--- src/rtl/lwe_uniform_sampler.sv ---
// Rejection sampler: pulls 256-bit PRNG words, slices them into COEFF_W-bit
// candidates and streams N coefficients uniform in [0, Q-1] downstream.
module lwe_uniform_sampler #(
    parameter int WORD_W  = 256,
    parameter int COEFF_W = 12,
    parameter int Q       = 3329,
    parameter int N       = 256
) (
    input  logic                                  clk,
    input  logic                                  rst,
    input  logic                                  start,
    output logic                                  busy,
    output logic                                  done,
    input  logic                                  rand_valid,
    output logic                                  rand_ready,
    input  logic [WORD_W-1:0]                     rand_word,
    output logic                                  coeff_valid,
    input  logic                                  coeff_ready,
    output logic [COEFF_W-1:0]                    coeff_data,
    output logic [$clog2(N)-1:0]                  coeff_idx,
    output logic [15:0]                           reject_cnt,
    output logic [1:0]                            dbg_state,
    output logic [$clog2(WORD_W/COEFF_W)-1:0]     dbg_chunk_ptr
);

    localparam int CHUNKS = WORD_W / COEFF_W;
    localparam int BUF_W  = CHUNKS * COEFF_W;
    localparam int PTR_W  = $clog2(CHUNKS);
    localparam int IDX_W  = $clog2(N);
    localparam logic [COEFF_W:0] Q_EXT = (COEFF_W + 1)'(Q);

    typedef enum logic [1:0] {
        IDLE   = 2'd0,
        FETCH  = 2'd1,
        SAMPLE = 2'd2,
        DONE   = 2'd3
    } state_t;

    state_t             state_q, state_d;
    logic [BUF_W-1:0]   buf_q, buf_d;
    logic [PTR_W-1:0]   chunk_ptr_q, chunk_ptr_d;
    logic [IDX_W-1:0]   coeff_idx_q, coeff_idx_d;
    logic [15:0]        reject_cnt_q, reject_cnt_d;

    logic [COEFF_W-1:0] cand;
    logic               cand_ok;
    logic               last_chunk;
    logic               last_coeff;
    logic [PTR_W-1:0]   ptr_next;

    // The discarded top bits of each word never reach the buffer.
    generate
        if (WORD_W > BUF_W) begin : g_unused_top
            logic unused_top;
            assign unused_top = ^rand_word[WORD_W-1:BUF_W];
        end
    endgenerate

    always_comb begin
        cand = buf_q[COEFF_W-1:0];
        for (int i = 0; i < CHUNKS; i++) begin
            if (chunk_ptr_q == PTR_W'(i)) begin
                cand = buf_q[i*COEFF_W +: COEFF_W];
            end
        end
    end

    assign cand_ok    = ({1'b0, cand} < Q_EXT);
    assign last_chunk = (chunk_ptr_q == PTR_W'(CHUNKS - 1));
    assign last_coeff = (coeff_idx_q == IDX_W'(N - 1));
    assign ptr_next   = last_chunk ? '0 : chunk_ptr_q + 1'b1;

    assign busy          = (state_q != IDLE);
    assign done          = (state_q == DONE);
    assign rand_ready    = (state_q == FETCH);
    assign coeff_valid   = (state_q == SAMPLE) && cand_ok;
    assign coeff_data    = (state_q == SAMPLE) ? cand : '0;
    assign coeff_idx     = coeff_idx_q;
    assign reject_cnt    = reject_cnt_q;
    assign dbg_state     = state_q;
    assign dbg_chunk_ptr = chunk_ptr_q;

    always_comb begin
        state_d      = state_q;
        buf_d        = buf_q;
        chunk_ptr_d  = chunk_ptr_q;
        coeff_idx_d  = coeff_idx_q;
        reject_cnt_d = reject_cnt_q;
        case (state_q)
            IDLE: begin
                if (start) begin
                    state_d      = FETCH;
                    coeff_idx_d  = '0;
                    reject_cnt_d = '0;
                end
            end
            FETCH: begin
                if (rand_valid) begin
                    buf_d       = rand_word[BUF_W-1:0];
                    chunk_ptr_d = '0;
                    state_d     = SAMPLE;
                end
            end
            SAMPLE: begin
                if (!cand_ok) begin
                    chunk_ptr_d = ptr_next;
                    if (reject_cnt_q != 16'hFFFF) begin
                        reject_cnt_d = reject_cnt_q + 16'd1;
                    end
                    if (last_chunk) begin
                        state_d = FETCH;
                    end
                end else if (coeff_ready) begin
                    // Completing the polynomial wins over refilling the buffer.
                    chunk_ptr_d = ptr_next;
                    coeff_idx_d = coeff_idx_q + 1'b1;
                    if (last_coeff) begin
                        state_d = DONE;
                    end else if (last_chunk) begin
                        state_d = FETCH;
                    end
                end
            end
            DONE: begin
                state_d = IDLE;
            end
            default: begin
                state_d = IDLE;
            end
        endcase
    end

    always_ff @(posedge clk) begin
        if (rst) begin
            state_q      <= IDLE;
            buf_q        <= '0;
            chunk_ptr_q  <= '0;
            coeff_idx_q  <= '0;
            reject_cnt_q <= '0;
        end else begin
            state_q      <= state_d;
            buf_q        <= buf_d;
            chunk_ptr_q  <= chunk_ptr_d;
            coeff_idx_q  <= coeff_idx_d;
            reject_cnt_q <= reject_cnt_d;
        end
    end

endmodule

--- config.mk ---
export PLATFORM = sky130hd
export DESIGN_NAME = lwe_uniform_sampler
export DESIGN_NICKNAME = d
export VERILOG_FILES = /design/src/rtl/lwe_uniform_sampler.sv
export SDC_FILE = /design/constraint.sdc
export NUM_CORES = 1
export LEC_CHECK = 0
export CAP_MARGIN = 0
export CORE_MARGIN = 8
export CORE_UTILIZATION = 45
export CTS_BUF_LIST = sky130_fd_sc_hd__clkbuf_2
export DETAILED_ROUTE_END_ITERATION = 8
export GPL_ROUTABILITY_DRIVEN = 1
export PLACE_DENSITY = 0.82
export SYNTH_ARGS = -nofsm -noshare
export SYNTH_HDL_FRONTEND = slang
export SYNTH_SLANG_ARGS = --single-unit
--- constraint.sdc ---
create_clock -name clk -period 7.4 [get_ports clk]
set_input_delay 1.11 -clock clk [delete_from_list [all_inputs] [get_ports clk]]
set_output_delay 1.11 -clock clk [all_outputs]
set_load 0.1 [all_outputs]
-- Word-level counts from Yosys, hierarchy flattened
Index checks and enable logic that the tools add are counted.
- register bits: 283
- bits of input ports: 261
- output and inout port bits: 47
- word-level logic and storage cells: 92
- add/subtract/negate cells: 3
- magnitude comparators: 1
- eq/ne operators: 32
- muxes and demuxes: 41
- reductions and logical operators: 10
- operators with widths (kind ; number):
    12-bit 2-to-1 mux ; 21
    16-bit 2-to-1 mux ; 3
    5-bit by 4-bit == test with 1-bit output (second input constant) ; 8
    16-bit one-hot mux with 2 select lines ; 1
    5-bit == test (second input constant) ; 5
    8-bit 2-to-1 mux ; 3
    5-bit by 3-bit == test with 1-bit output (second input constant) ; 4
    5-bit 2-to-1 mux ; 4
    16-bit by 1-bit adder with 16-bit output (second input constant) ; 1
    16-bit inequality test (second input constant) ; 1
    8-bit one-hot mux with 2 select lines ; 1
    12-bit less-than comparator (second input constant) ; 1
    2-bit 2-to-1 mux ; 6
    5-bit by 2-bit == test with 1-bit output (second input constant) ; 2
    2-bit inequality test (second input constant) ; 5
    5-bit one-hot mux with 2 select lines ; 1
    8-bit by 1-bit adder with 8-bit output (second input constant) ; 1
    8-bit == test (second input constant) ; 1
    2-bit one-hot mux with 4 select lines ; 1
    4-bit AND reduction ; 2
    3-bit AND reduction ; 2
    2-bit nonzero test ; 3
    5-bit by 1-bit adder with 5-bit output (second input constant) ; 1
    5-bit by 1-bit == test with 1-bit output (second input constant) ; 1
    other kinds (7) ; 8

-- Depth between registers and ports, before layout
- depth in word-level cells: 24
- mapped depth: 20
- gate-level depth less buffers: 13

-- Least setup slack after synthesis
Ideal clock, no wire load.
- kind: register -> output
- start point: register chunk_ptr_q[1] (netlist: dbg_chunk_ptr[1])
- end point: output coeff_valid
- arrival time: 5537 ps
- data required time: 6290 ps
- path slack: 753 ps
- stages on the path, launching flop included: 19
- buffers on the path: 8
- path through: dfxtp_1 > ha_1 > buf_2 > buf_2 > buf_2 > buf_2 > and3_1 > ha_1 > clkbuf_1 > clkbuf_1 > o211ai_1 > a222oi_1 > o41ai_2 > nor4b_2 > and4_1 > buf_4 > a21oi_2 > buf_2 > nor2_1
- word-level cells in the longest chain between the ends: 23
- elaborated cells between the ends (all ways): 42
- classes of those cells: 1 x order compare; 20 x eq/ne; 20 x mux; 1 x reduce/logical
- RTL lines (what ; line ; source):
    start: declaration ; 41 ; logic [PTR_W-1:0] chunk_ptr_q, chunk_ptr_d;
    start signal: assignment ; 143 ; chunk_ptr_q <= chunk_ptr_d;
    5-bit by 1-bit == test with 1-bit output ; 62 ; if (chunk_ptr_q == PTR_W'(i)) begin
    12-bit 2-to-1 mux (19 in a row) ; 62 ;
    12-bit 2-to-1 mux * ; 62 ;
    12-bit less-than comparator * ; 68 ; assign cand_ok = ({1'b0, cand} < Q_EXT);
    1-bit logical AND * ; 76 ; assign coeff_valid = (state_q == SAMPLE) && cand_ok;
    end: declaration ; 17 ; output logic coeff_valid,
Mark *: on every way between the ends. The rest lies on a longest branch, timed or not.

-- Worst setup path in the final report
Same ends and word-level chain as after synthesis.

==> run summary <==
By area, the combinational part of the netlist is dominated by simple AND/OR/NAND/NOR gates. The critical path is of the flop to output port type. The tree is rooted in a clkbuf_2. The height of the die is 192.2 um. The buffer count from post-CTS setup fixing came out at 0.

Routability-driven placement finished with a final weighted congestion of 0.9448. The number of library cell types mapped by synthesis is 93. At the placement stage, the worst setup path has a slack of 1589 ps. The final setup slack of the worst path is 611.9 ps.

Counting every net in the synthesized netlist gives 2160. Of the total power, the share spent switching nets is 0.3016. Across the run, the number of max-cap violations was 0.

The initial antenna violation count came to 2. The startpoint identified for the worst hold timing path is buf_q[3]. The number of cells on the worst hold path is 2. In this run the power spent charging and discharging nets is 962.2 uW. The number of levels the H-tree was split into is 3. Among all flip-flop cells after synthesis, the most frequent one is dfxtp_1. The post-cts gate resize count is 0. The vias after detailed routing came out at 14990. The maximum VDD drop came out at 0.1475 mV.

The half-perimeter wire length of the detailed placement result is 37750 um. The register bit count reported by yosys came out at 283. The hold buffer count at CTS came out at 0. The average routed wire per standard cell came out at 20.28 um. The sum of negative setup slack came out at 0 ps.

The maximum root-to-sink buffer count came out at 3. For this design the ratio of total power to cell area is 181.2 nW/um^2. The total wire length after detailed routing is 52220 um. The mean post-synth cell area is 7.384 sq um. Sorting the synthesized cells by area gives the leading types as dfxtp_1 41%, nand2_1 16%, a21oi_1 11%, clkbuf_1 3.1%, nor2_1 2.1%.

The upper clock frequency limit is 147.3 MHz. The post-synth design cell area is 13970 sq um. The required time of the worst setup path came out at 6290 ps. The clock sink count is 283. The register-to-register setup slack is 2390 ps. In the routed layout, each cell is associated on average with a via count of 5.821. The biggest area contributor in the post-synthesis netlist is dfxtp_1. The count of buffers added on input and output ports is 303. The TritonCTS clock tree is done.

The number of enable-type register cells in the synthesized netlist came out at 0. The pin count of the biggest net entering global routing came out at 259. The clock insertion delay at the later pin of the skew report came out at 870 ps.

Of the total synthesized cell area, the portion taken by XOR and XNOR cells is 0.001881. The fraction of the mapped netlist area in simple logic gates is 0.2836. The actual slew at the worst max-slew pin is 1206 ps. After the first detailed-routing iteration, the DRC count stood at 1594. The worst hold path terminates at buf_q[3]. The worst hold path class is flop to flop. After clock tree synthesis, the clock-pin slew on the worst setup and hold paths is 100 ps. The final count of hold timing violations is 0. Global routing finished with a remaining overflow of 0. The depth of the most critical reg-to-reg path is 12. The remaining antenna violation count came out at 0.

The cell count after synthesis came out at 1892. The first detailed-routing pass took 6 iterations. Row generation in the floorplan step produced 64 rows. The critical register-to-register path startpoint is dbg_chunk_ptr[1]. The final clock period utilization by the worst path came out at 0.9173. Setup violations remaining at the end of the flow were counted as 0.

The post-synthesis compound-gate area fraction was 0.2324. For this run, the number of Yosys warnings is 0. The initial standard-cell utilization of the core came out at 0.4567. The endpoint of the most critical register-to-register path is dbg_chunk_ptr[2].

The share of the yosys chip area belonging to registers is 0.4055. In the final layout, the share of cells above drive strength 1 is 0.07947. The area of the core came out at 30590 sq um.

The floorplan die area is 36940 sq um. The adder-cell area share of the yosys netlist came out at 0.006269. The setup clock skew after layout came out at 65.36 ps. The relative area change from synthesis to final layout came out at 26.04%. The die outline width came out at 192.2 um. Of the post-synthesis cell area, the dominant cell type holds 0.4055. The worst setup path is launched from a flop. The total count of max-transition violations in the final report is 0. The run finished with clean final reports.

The wire length of the first global-routing pass came out at 79490 um. The remaining routing DRC violations is 0. The async set or reset register ratio after synthesis came out at 0. The signal arrival time at the worst endpoint is 5680 ps.

The biggest fanout along the worst timing path came out at 24. The internal portion of total power came out at 2228 uW. The post-route minimum period came out at 6788 ps.

STA classifies the critical path endpoint as an output port. The share of total power in the clock network came out at 0.336. The worst max-slew margin expressed relative to the limit is 0.1961. Summed over all cells, the static leakage comes to 0.006047 uW.

Setup repair after global routing left no endpoint under its margin. The share of synthesized area spent on multiplexers came out at 0.01334. The I/O pin count is 308. The number of global-route vias before repair is 14300. The relative contribution of sequential cells to total power is 0.514. Of the total power, combinational logic draws 0.149. The number of buffers added by the clock tree synthesis step is 74. For this run, the total global-route usage over all layers was measured as 0.2708.

The post-layout net count came out at 2402.
metal layers:
metal / share of wire / global-route usage
met1: 0.42 / 0.3591
met2: 0.45 / 0.4170
met3: 0.10 / 0.06518
met4: 0.035 / 0.1096
met5: 0 / 0
layout by cell type, fill, tap and decap left out, types with 14 or more instances in the layout:
cell and count:
a21oi_1 316, a31oi_1 20, and2_1 15, and3_1 15, buf_4 18, clkbuf_2 99, clkdlybuf4s50_1 299, dfxtp_1 282
inv_1 28, nand2_1 578, nand2b_1 14, nand3_1 22, nor2_1 77, nor2b_1 16, nor3_1 17, o21ai_0 53
worst max-delay path by stage:
stage | start | end | slack, ps | depth (start not counted)
4_1_cts | dbg_chunk_ptr[1] | coeff_valid | 690 | 12
6_report | dbg_chunk_ptr[1] | coeff_valid | 610 | 12
3_5_place_dp | dbg_chunk_ptr[1] | coeff_valid | 1590 | 12
2_1_floorplan | dbg_chunk_ptr[1] | coeff_valid | 750 | 18
3_3_place_gp | dbg_chunk_ptr[1] | coeff_valid | 1700 | 12
5_1_grt | dbg_chunk_ptr[1] | coeff_valid | 410 | 12
Yosys cell counts, drive strengths merged, types with 8 or more instances:
cell	number
mux2i	13
and3	15
dfxtp	283
nor3	20
nor2	77
o211ai	10
nand3	22
nand2	579
or3b	9
nand4	8
and2	16
o21ai	55
o31ai	8
nand2b	15
nor2b	16
nor3b	14
o22ai	10
or3	13
clkbuf	118
a211oi	8
a31oi	20
inv	29
a21oi	317
a221oi	14
buf	36
power groups by stage:
stage / Sequential [uW] / Combinational, uW / Clock (uW)
4_1_cts: 1640 / 473 / 1100
6_report: 1640 / 477 / 1070
2_1_floorplan: 1670 / 252 / 0
3_5_place_dp: 1670 / 471 / 0
3_3_place_gp: 1670 / 463 / 0
5_1_grt: 1650 / 513 / 1180
kinds of logic after synthesis:
logic type               after synthesis
AO/OA/AOI/OAI                        534
XOR/XNOR                               3
adder cells (fa/ha/maj)                7
buffers and inverters                183
flip-flops                           283
multiplexers                          18
AND/OR/NAND/NOR                      864
critical path, stage by stage, from the launching register on:
cell	delay, ps
dfxtp_1	370
inv_1	120
ha_2	540
nor4b_4	610
mux2i_1	190
a2111oi_0	970
o221ai_1	330
o211ai_1	270
a221o_1	320
nor2_1	160
a21oi_2	520
nor2_1	120
buf_4	280
sequential cells by signal, summed over array words and instances (netlist names):
register	flops
dbg_chunk_ptr	5
dbg_state	2
reject_cnt	16
coeff_idx	8
buf_q	252
metrics by stage:
| stage | util | cells | hold slack [ps] | power, uW | area [sq um] |
|---|---|---|---|---|---|
| finish | 0.5757 | 2575 | 460.6 | 3190 | 17610 |
| detailed placement | 0.5549 | 2454 | 446.2 | 2145 | 16980 |
| CTS | 0.5755 | 2573 | 459.4 | 3212 | 17600 |
| global placement | 0.5549 | 2454 | 440.5 | 2135 | 16980 |
| floorplan | - | 1892 | 431.2 | 1917 | 13970 |
| global route | 0.5757 | 2575 | 476.5 | 3344 | 17610 |
layout make-up:
cell class	count	area [sq um]
sequential	283	5667
fill	2889	12980
inverter	29	108.9
multi-input combinational	1426	7525
clock buffer	99	495.5
tap	396	495.5
timing repair buffer	320	3179
antenna	2	5.005
clock inverter	20	133.9
(Power assumes the default switching activity.)
